**config.mk**
```make
export PLATFORM = sky130hd
export DESIGN_NAME = led_pattern_gen_flat
export DESIGN_NICKNAME = d
export VERILOG_FILES = /design/src/rtl/led_pattern_gen_if.sv /design/src/rtl/led_pattern_gen.sv /design/src/flat_wrapper.sv
export SDC_FILE = /design/constraint.sdc
export NUM_CORES = 1
export LEC_CHECK = 0
export ABC_AREA = 1
export ABC_CLOCK_PERIOD_IN_PS = 4200
export CORE_UTILIZATION = 40
export CTS_CLUSTER_DIAMETER = 150
export CTS_CLUSTER_SIZE = 40
export DETAILED_ROUTE_END_ITERATION = 8
export SLEW_MARGIN = 20
export SYNTH_ARGS = -nofsm -noshare
export SYNTH_HDL_FRONTEND = slang
export SYNTH_SLANG_ARGS = --single-unit
```
**constraint.sdc**
```tcl
create_clock -name CLOCK_50 -period 4.2 [get_ports CLOCK_50]
set_input_delay 1.05 -clock CLOCK_50 [delete_from_list [all_inputs] [get_ports CLOCK_50]]
set_output_delay 1.05 -clock CLOCK_50 [all_outputs]
set_load 0.02 [all_outputs]
```
**src/rtl/led_pattern_gen_if.sv**
```systemverilog
// Pin-level bundle between the board wrapper and the LED pattern engine.
// No handshake: LED is a level output, KEY_EVENT is a one-cycle pulse, KEY/SW are raw asynchronous pins.
interface led_pattern_gen_if #(
  parameter int LED_W    = 8,
  parameter int NUM_KEYS = 2
);
  logic [NUM_KEYS-1:0] KEY;
  logic [3:0]          SW;
  logic [LED_W-1:0]    LED;
  logic [NUM_KEYS-1:0] KEY_EVENT;
  logic                dbg_run;
  logic                dbg_dir;
  logic [1:0]          dbg_mode;

  modport master (
    output KEY, SW,
    input  LED, KEY_EVENT, dbg_run, dbg_dir, dbg_mode
  );

  modport slave (
    input  KEY, SW,
    output LED, KEY_EVENT, dbg_run, dbg_dir, dbg_mode
  );
endinterface

```
**src/rtl/led_pattern_gen.sv**
```systemverilog
// LED pattern engine: synchronises and debounces keys, then steps one of four
// switch-selected patterns (count, rotate, bounce, blink) at a switch-scaled rate.
module led_pattern_gen #(
  parameter int LED_W           = 8,
  parameter int NUM_KEYS        = 2,
  parameter int DEBOUNCE_CYCLES = 50000,
  parameter int STEP_CYCLES     = 5000000
) (
  input logic              CLOCK_50,
  input logic              RESET_N,
  led_pattern_gen_if.slave pins
);

  localparam int DW = $clog2(DEBOUNCE_CYCLES);
  // Wide enough for the slowest period (speed shift of 3) minus one.
  localparam int TW = $clog2(STEP_CYCLES * 8);
  localparam logic [TW-1:0] STEP_W = TW'(STEP_CYCLES);

  typedef enum logic [1:0] {
    MODE_COUNT  = 2'b00,
    MODE_ROTATE = 2'b01,
    MODE_BOUNCE = 2'b10,
    MODE_BLINK  = 2'b11
  } mode_e;

  logic [NUM_KEYS-1:0]         key_s1_q, key_s2_q;
  logic [3:0]                  sw_s1_q, sw_s2_q;
  logic [NUM_KEYS-1:0]         stable_q, stable_d, stable_prev_q, key_event_q;
  logic [NUM_KEYS-1:0][DW-1:0] db_cnt_q, db_cnt_d;
  mode_e                       mode_q, mode_d, sw_mode;
  logic [TW-1:0]               tick_q, tick_d, period_m1;
  logic [LED_W-1:0]            led_q, led_d;
  logic                        run_q, run_d, dir_q, dir_d;
  logic                        step, dir_tgl;

  generate
    if (NUM_KEYS > 1) begin : g_dir_key
      assign dir_tgl = key_event_q[1];
    end else begin : g_no_dir_key
      assign dir_tgl = 1'b0;
    end
  endgenerate

  assign sw_mode   = mode_e'(sw_s2_q[1:0]);
  assign period_m1 = (STEP_W << sw_s2_q[3:2]) - TW'(1);

  // A differing sample run of DEBOUNCE_CYCLES accepts the new level; any agreeing sample restarts it.
  always_comb begin
    stable_d = stable_q;
    db_cnt_d = '0;
    for (int i = 0; i < NUM_KEYS; i++) begin
      if (key_s2_q[i] != stable_q[i]) begin
        if (db_cnt_q[i] == DW'(DEBOUNCE_CYCLES - 1)) begin
          stable_d[i] = key_s2_q[i];
        end else begin
          db_cnt_d[i] = db_cnt_q[i] + DW'(1);
        end
      end
    end
  end

  always_comb begin
    mode_d = mode_q;
    tick_d = tick_q;
    led_d  = led_q;
    dir_d  = dir_q;
    run_d  = run_q ^ key_event_q[0];
    step   = 1'b0;

    if (sw_mode != mode_q) begin
      mode_d = sw_mode;
      tick_d = '0;
      unique case (sw_mode)
        MODE_ROTATE: led_d = LED_W'(1);
        MODE_BOUNCE: begin
          led_d = LED_W'(1);
          dir_d = 1'b0;
        end
        default:     led_d = '0;
      endcase
    end else if (run_q) begin
      if (tick_q >= period_m1) begin
        tick_d = '0;
        step   = 1'b1;
      end else begin
        tick_d = tick_q + TW'(1);
      end
    end

    if (step) begin
      unique case (mode_q)
        MODE_COUNT:  led_d = dir_q ? led_q - LED_W'(1) : led_q + LED_W'(1);
        MODE_ROTATE: led_d = dir_q ? {led_q[0], led_q[LED_W-1:1]}
                                   : {led_q[LED_W-2:0], led_q[LED_W-1]};
        MODE_BOUNCE: begin
          if (!dir_q && led_q[LED_W-1]) begin
            dir_d = 1'b1;
            led_d = led_q >> 1;
          end else if (dir_q && led_q[0]) begin
            dir_d = 1'b0;
            led_d = led_q << 1;
          end else begin
            led_d = dir_q ? led_q >> 1 : led_q << 1;
          end
        end
        default:     led_d = ~led_q;
      endcase
    end

    // The key toggle lands after any end-reverse so a press at the wall is not lost.
    dir_d = dir_d ^ dir_tgl;
  end

  always_ff @(posedge CLOCK_50) begin
    if (!RESET_N) begin
      key_s1_q      <= '1;
      key_s2_q      <= '1;
      sw_s1_q       <= '0;
      sw_s2_q       <= '0;
      stable_q      <= '1;
      stable_prev_q <= '1;
      key_event_q   <= '0;
      db_cnt_q      <= '0;
      mode_q        <= MODE_COUNT;
      tick_q        <= '0;
      led_q         <= '0;
      run_q         <= 1'b1;
      dir_q         <= 1'b0;
    end else begin
      key_s1_q      <= pins.KEY;
      key_s2_q      <= key_s1_q;
      sw_s1_q       <= pins.SW;
      sw_s2_q       <= sw_s1_q;
      stable_q      <= stable_d;
      stable_prev_q <= stable_q;
      key_event_q   <= stable_prev_q & ~stable_q;
      db_cnt_q      <= db_cnt_d;
      mode_q        <= mode_d;
      tick_q        <= tick_d;
      led_q         <= led_d;
      run_q         <= run_d;
      dir_q         <= dir_d;
    end
  end

  assign pins.LED       = led_q;
  assign pins.KEY_EVENT = key_event_q;
  assign pins.dbg_run   = run_q;
  assign pins.dbg_dir   = dir_q;
  assign pins.dbg_mode  = mode_q;

endmodule

```
**src/flat_wrapper.sv**
```systemverilog
// flat-port wrapper written by rule: the top's interface ports become plain ports
module led_pattern_gen_flat 
#(
  parameter int LED_W           = 8,
  parameter int NUM_KEYS        = 2,
  parameter int DEBOUNCE_CYCLES = 50000,
  parameter int STEP_CYCLES     = 5000000
)
  (CLOCK_50, RESET_N, pins_KEY, pins_SW, pins_LED, pins_KEY_EVENT, pins_dbg_run, pins_dbg_dir, pins_dbg_mode);
  led_pattern_gen_if #(.LED_W(LED_W), .NUM_KEYS(NUM_KEYS)) pins_i ();
  input logic CLOCK_50;
  input logic RESET_N;
  input wire logic [$bits(pins_i.KEY)-1:0] pins_KEY;
  input wire logic [$bits(pins_i.SW)-1:0] pins_SW;
  output wire logic [$bits(pins_i.LED)-1:0] pins_LED;
  output wire logic [$bits(pins_i.KEY_EVENT)-1:0] pins_KEY_EVENT;
  output wire logic [$bits(pins_i.dbg_run)-1:0] pins_dbg_run;
  output wire logic [$bits(pins_i.dbg_dir)-1:0] pins_dbg_dir;
  output wire logic [$bits(pins_i.dbg_mode)-1:0] pins_dbg_mode;
  assign pins_i.KEY = pins_KEY;
  assign pins_i.SW = pins_SW;
  assign pins_LED = pins_i.LED;
  assign pins_KEY_EVENT = pins_i.KEY_EVENT;
  assign pins_dbg_run = pins_i.dbg_run;
  assign pins_dbg_dir = pins_i.dbg_dir;
  assign pins_dbg_mode = pins_i.dbg_mode;
  led_pattern_gen #(.LED_W(LED_W), .NUM_KEYS(NUM_KEYS), .DEBOUNCE_CYCLES(DEBOUNCE_CYCLES), .STEP_CYCLES(STEP_CYCLES)) u_core (.CLOCK_50(CLOCK_50), .RESET_N(RESET_N), .pins(pins_i));
endmodule
```
==> impl_results.md, run 1 <==
- Status: complete, no violations
- First-pass GRT wire length: approximately 19000 um
- Hold Violations, Final: 0
- CP Buf/Inv Count: 1
- Syn Std Cell Area: 0.00515 mm^2
- Worst path top cell family by delay: flip-flops
- Die Y: between 100 and 150 um
- RSZ-0062 raised after global routing: no
- Fin crit share: 0.703
- Setup WS post-layout: 1.25 ns
- Gate Count Post-Synth: about 720
- Yosys top cell area share: 0.342
- I/O Buffers: 21
- Core area: 0.0126 mm^2
- Routability cong.: just under 0.9
- End-of-flow core utilization: 0.465
- Root Driver: clkbuf_16
- Sequential fraction of the synthesis area: 0.342
- Post-CTS resize count: 0
- Max Freq: 339 MHz
- Commonest cells post-synth: nand2_1 (144), inv_1 (111), dfxtp_1 (88)
- DR DRC count: 0
- DRT iter0 DRCs: about 230
- Met3 routed WL: between 400 and 500 um
- Final setup viols: 0
- CTS Buf Count: 9
- DR pass1 iterations: 4
- Met1 wire length: about 5400 um
- All-Layer GR Usage: 0.178
- CP endpoint kind: output port
- Worst Tran Pin Value: 0.775 ns
- Critical Path RT: approximately 3.2 ns
- PwrDens: 300 mW/mm^2
- Initial Util: 0.410
- Layout cells sized above 1: 0.0882
- Synth area leaders: dfxtp_1 (34%), nand2_1 (10%), ha_1 (9.5%)
- Via count: 4474
- Worst hold path class: flop to flop
- Initial antenna violation count: 0
- Clock transition at path regs: about 0.070 ns
- Ys async rst share: 0
- DRT antenna net count: 0
- Filler cell count in the final layout: 1233
- Max FO, Critical Path: 22
- MaxCap Viol Count: 0
- Ys Warns: 0
- Reg2Reg Depth: 15
- IO Pins: 22
- Die area: roughly 0.013 mm^2
- Synth area leader: dfxtp_1
- Highest routed layer: met4
- DR WL/cell: ~12 um
- Startpoint types: flop
- Post-CTS Setup Bufs: 0
- Dpl ws: 1.25 ns
- Most frequent cell after synthesis: nand2_1
- CP max stage delay: 0.82 ns
- CTS H-tree lvls: 3
- Hold Path Stages: 2
- Longest Clk Path Bufs: 2
- Top_reg_cell synth: dfxtp_1
- # clock sinks: 88
- Setup_tns: 0 ns
- Met2 WL: about 5000 um
- VDD IR max: about 0.00018 V
- Worst path depth: 1
- CTS tree: done
- Min Tclk post-route: between 2 and 3 ns
- DP Wirelength: ~8500 um
- Mean Syn Cell Area: about 7 um^2
- Worst slew margin: 0.483
- Slew Viols, Final: 0
- Aggregate global routing overflow: 0
- Synthesized Nets: between 700 and 800
- Number of hold buffers added after cts: 0
- Leak pwr: 2.45 nW
- Number of unique standard cell types used by synthesis: 43
- Clk_skew: between 0.01 and 0.015 ns
- Via density: 4.86
- Crit path cell chain: clkdlybuf4s50_1
- Total Wirelength: 11100 um
- Area Overhead vs Synth: 13.5%
- Clk Latency, worst-skew pair: between 0.3 and 0.4 ns
- Area post-placement: ~0.0055 mm^2
- Finished Cell Area: 0.00585 mm^2
- Post-synth EDFFs: 0
- Pin count of the biggest net entering global routing: 26
- Die X: ~120 um
- Crit path DAT: approximately 1.9 ns
- Row count: slightly above 40
- Synth Register Bits: slightly below 90
- Kind of critical path: flop to output port
- Layout net count: between 700 and 800
- ANT cells: 0
- Crit-path slowest cell: dfxtp_1
- Number of global-route vias before repair: around 4000
==> state kept, by name (all words and copies together) (netlist names) <==
name,flops
u_core.pins.dbg_run,1
u_core.sw_s2_q,4
u_core.sw_s1_q,4
u_core.key_s1_q,2
u_core.stable_prev_q,2
u_core.db_cnt_q,32
u_core.stable_q,2
u_core.tick_q,26
u_core.pins.dbg_dir,1
u_core.pins.KEY_EVENT,2
u_core.key_s2_q,2
u_core.pins.LED,8
u_core.pins.dbg_mode,2
==> area by class of cell <==
cell class | instances | area (um^2) | share of cell area
Clock buffer | 11 | 253 | 0.0432
Clock inverter | 5 | 63.8 | 0.0109
Inverter | 117 | 439 | 0.0751
Multi-Input combinational cell | 504 | 2890 | 0.495
Sequential cell | 88 | 1760 | 0.301
Tap cell | 172 | 215 | 0.0368
Timing Repair Buffer | 23 | 223 | 0.0381
==> cells in the final DEF (no fill, tap or decap), drive strengths merged, types with 2 or more instances in the layout <==
cell type	n
nand3	34
a21o	2
o211ai	4
nor4	7
clkinv	2
o21ai	44
or2	8
xor2	17
nor3b	5
o221ai	2
xnor2	6
clkbuf	12
nand2	152
nor3	29
o22ai	2
inv	118
o31ai	3
a31oi	2
clkdlybuf4s50	21
ha	39
a21oi	36
dfxtp	88
a21boi	2
o2111ai	2
a211oi	4
nand4	14
nor2	86
==> power by group <==
group          total (mW)  switching [mW]  internal (mW)  leakage, nW
Combinational      0.0785          0.0486         0.0298         1.58
Sequential          0.852         0.00852          0.843        0.712
Clock               0.825           0.327          0.497        0.152
==> cell families after synthesis <==
| family | count (synthesis) | share of synthesized area |
|---|---|---|
| flip-flops | 88 | 0.342 |
| XOR/XNOR | 23 | 0.0391 |
| AND/OR/NAND/NOR | 336 | 0.309 |
| buffers and inverters | 127 | 0.0969 |
| adder cells (fa/ha/maj) | 40 | 0.0986 |
| AO/OA/AOI/OAI | 105 | 0.115 |
==> worst paths after layout <==
| check | start | end | slack (ns) |
|---|---|---|---|
| setup / recovery | u_core.pins.dbg_dir | pins_dbg_dir | 1.25 |
| hold / removal | u_core.stable_prev_q[1] | u_core.pins.KEY_EVENT[1] | 0.40 |
| setup reg to reg | u_core.sw_s2_q[2] | u_core.pins.LED[2] | 1.49 |
| hold reg to reg | u_core.stable_prev_q[1] | u_core.pins.KEY_EVENT[1] | 0.40 |
==> metrics by stage <==
step / hold WS [ns] / instances / total power, mW
4_1_cts: 0.410 / 919 / 1.78
6_report: 0.403 / 920 / 1.75
3_5_place_dp: 0.400 / 903 / 0.949
2_1_floorplan: 0.390 / 719 / 0.927
5_1_grt: 0.426 / 920 / 1.83
3_3_place_gp: 0.395 / 903 / 0.948
==> routing by layer <==
metal	GRT usage	vias to the layer above
met4	0.0563	0
met3	0.0329	15
met2	0.291	70
met5	0	-
met1	0.236	2002
li1	-	2387
Note: power is estimated with default switching activity, not from simulation.
==> inputs of run 2 (changes only) <==
--- a/config.mk
+++ b/config.mk
@@ -6,7 +6,7 @@
 export NUM_CORES = 1
 export LEC_CHECK = 0
 export ABC_AREA = 1
-export ABC_CLOCK_PERIOD_IN_PS = 4200
+export ABC_CLOCK_PERIOD_IN_PS = 2700
 export CORE_UTILIZATION = 40
 export CTS_CLUSTER_DIAMETER = 150
 export CTS_CLUSTER_SIZE = 40
==> constraint.sdc (replaced) <==
create_clock -name CLOCK_50 -period 2.7 [get_ports CLOCK_50]
set_input_delay 0.675 -clock CLOCK_50 [delete_from_list [all_inputs] [get_ports CLOCK_50]]
set_output_delay 0.675 -clock CLOCK_50 [all_outputs]
set_load 0.02 [all_outputs]
==> impl_results.md, run 2 (same netlist as run 1, synthesis figures left out) <==
- Startpoint types: flop
- Post-CTS Setup Bufs: 0
- Cells after DPL: between 900 and 1000
- Pin count of the biggest net entering global routing: 26
- Worst hold endpoint: u_core.pins.KEY_EVENT[0]
- First-pass GRT wire length: between 15000 and 20000 um
- Clk Latency, worst-skew pair: roughly 0.33 ns
- Hold Path Stages: 2
- Slew Viols, Final: 0
- PwrDens: between 400 and 500 mW/mm^2
- Worst hold path class: flop to flop
- Status: complete, no violations
- Root Driver: clkbuf_16
- Aggregate global routing overflow: 0
- Hold Violations, Final: 0
- Via count: roughly 4500
- Most common cell after layout, fill and taps aside: nand2_1
- DRT antenna net count: 0
- Met1 global-route usage: 0.245
- Total Wirelength: between 10000 and 15000 um
- Crit path DAT: approximately 1.8 ns
- Via density: roughly 5
- Max Freq: just over 400 MHz
- Max FO, Critical Path: 12
- Area Overhead vs Synth: 13.9%
- Crit path cell chain: buf_4, clkdlybuf4s50_1
- Setup slack, reg-to-reg: 0.28 ns
- Initial Util: 0.410
- DR DRC count: 0
- Die X: 116 um
- Met3 Use GR: 0.0314
- Tightest hold margin: roughly 0.4 ns
- Row count: 41
- Max FFs per register: 32
- Met2 usage: 0.307
- Reg2Reg Depth: 13
- Crit-path slowest cell: clkdlybuf4s50_1
- Routability cong.: approximately 0.90
- CP endpoint kind: output port
- Worst slew margin: 0.713
- Post-CTS resize count: 0
- CTS H-tree lvls: 3
- Critical Path RT: 2.03 ns
- Number of global-route vias before repair: approximately 4300
- Worst R2R End: u_core.tick_q[16]
- DR pass1 iterations: 4
- Longest Clk Path Bufs: 2
- Reg with most FFs: u_core.db_cnt_q
- I/O Buffers: 21
- DRT iter0 DRCs: a little over 300
- Worst Tran Pin Value: between 0.4 and 0.5 ns
- VDD IR max: ~0.00026 V
- CTS Buf Count: 9
- RSZ-0062 raised after global routing: no
- Setup_tns: 0 ns
- Final setup viols: 0
- Core area: approximately 0.013 mm^2
- CTS tree: done
- Filler cell count in the final layout: about 1300
- # clock sinks: 88
- Number of hold buffers added after cts: 0
- Clk_skew: about 0.012 ns
- Initial antenna violation count: 0
- Busiest layer in global routing: met2
- Layout cells sized above 1: 0.0959
- IO Pins: 22
- DP Wirelength: between 8000 and 9000 um
- Kind of critical path: flop to output port
- Layout Cells excl Fill: between 900 and 1000
- ANT cells: 0
- Clock transition at path regs: 0.07 ns
- Leak pwr: 2.46 nW
- Fin crit share: 0.902
- DR WL/cell: between 10 and 15 um
- Critical register-to-register path startpoint: u_core.sw_s2_q[2]
- Layout net count: 794
- CP max stage delay: 0.62 ns
- MaxCap Viol Count: 0
- Die area: 0.0133 mm^2
- Most frequent cells in the layout: nand2_1 (144), inv_1 (110), dfxtp_1 (86), nor2_1 (70), ha_1 (39)
- Hold Crit Start: u_core.stable_prev_q[0]
- Min Tclk post-route: around 2.4 ns
- All-Layer GR Usage: 0.186
- Die Y: ~120 um
==> run 2: changes by cell type in the layout (fill, tap and decap cells not counted), sizes merged <==
cell | previous run | this run
clkinv | 2 | 1
buf | 1 | 5
inv | 118 | 119
bufinv | 1 | 0
==> run 2: power by group <==
group	switching, mW	internal [mW]	total [mW]
Sequential	0.0127	1.31	1.32
Combinational	0.0777	0.0478	0.126
Clock	0.518	0.708	1.23
Total	0.608	2.07	2.68
==> run 2: area by class of cell <==
type                            count  area [um^2]  area share
Clock inverter                      4         33.8     0.00576
Inverter                          117          439      0.0748
Timing Repair Buffer               26          248      0.0422
Clock buffer                       12          267      0.0454
Tap cell                          172          215      0.0367
Sequential cell                    88         1760       0.301
Multi-Input combinational cell    504         2900       0.494
==> run 2: per-stage QoR <==
step	setup WS (ns)	area, um^2	total power, mW	utilization
CTS	0.0916	5860	2.72	0.466
detailed placement	0.0969	5560	1.48	0.442
global placement	0.202	5560	1.48	0.442
finish	0.265	5870	2.68	0.467
floorplan	0.576	5150	1.44	-
global route	0.0127	5870	2.80	0.467
==> run 2: how the worst max path moves through the flow <==
| stage | from | endpoint | slack (ns) |
|---|---|---|---|
| 2_1_floorplan | u_core.sw_s2_q[2] | u_core.pins.LED[1] | 0.58 |
| 3_3_place_gp | u_core.sw_s2_q[3] | u_core.pins.LED[2] | 0.20 |
| 3_5_place_dp | u_core.sw_s2_q[3] | u_core.pins.LED[2] | 0.1 |
| 4_1_cts | u_core.sw_s2_q[3] | u_core.pins.LED[2] | 0.09 |
| 5_1_grt | u_core.sw_s2_q[2] | u_core.pins.LED[0] | 0.01 |
| 6_report | u_core.pins.dbg_dir | pins_dbg_dir | 0.26 |
==> run 2: per-layer routing <==
layer / routed length [um] / vias to the layer above
met1: 5510 / 2048
met3: 378 / 6
met2: 5420 / 90
met4: 74 / 0
li1: - / 2385
met5: 0 / -
==> run 2: worst max-delay path: cells and delay by family, from the launching register on <==
family	cells	cell delay [ns]
buffers and inverters	2	0.88
flip-flops	1	0.55
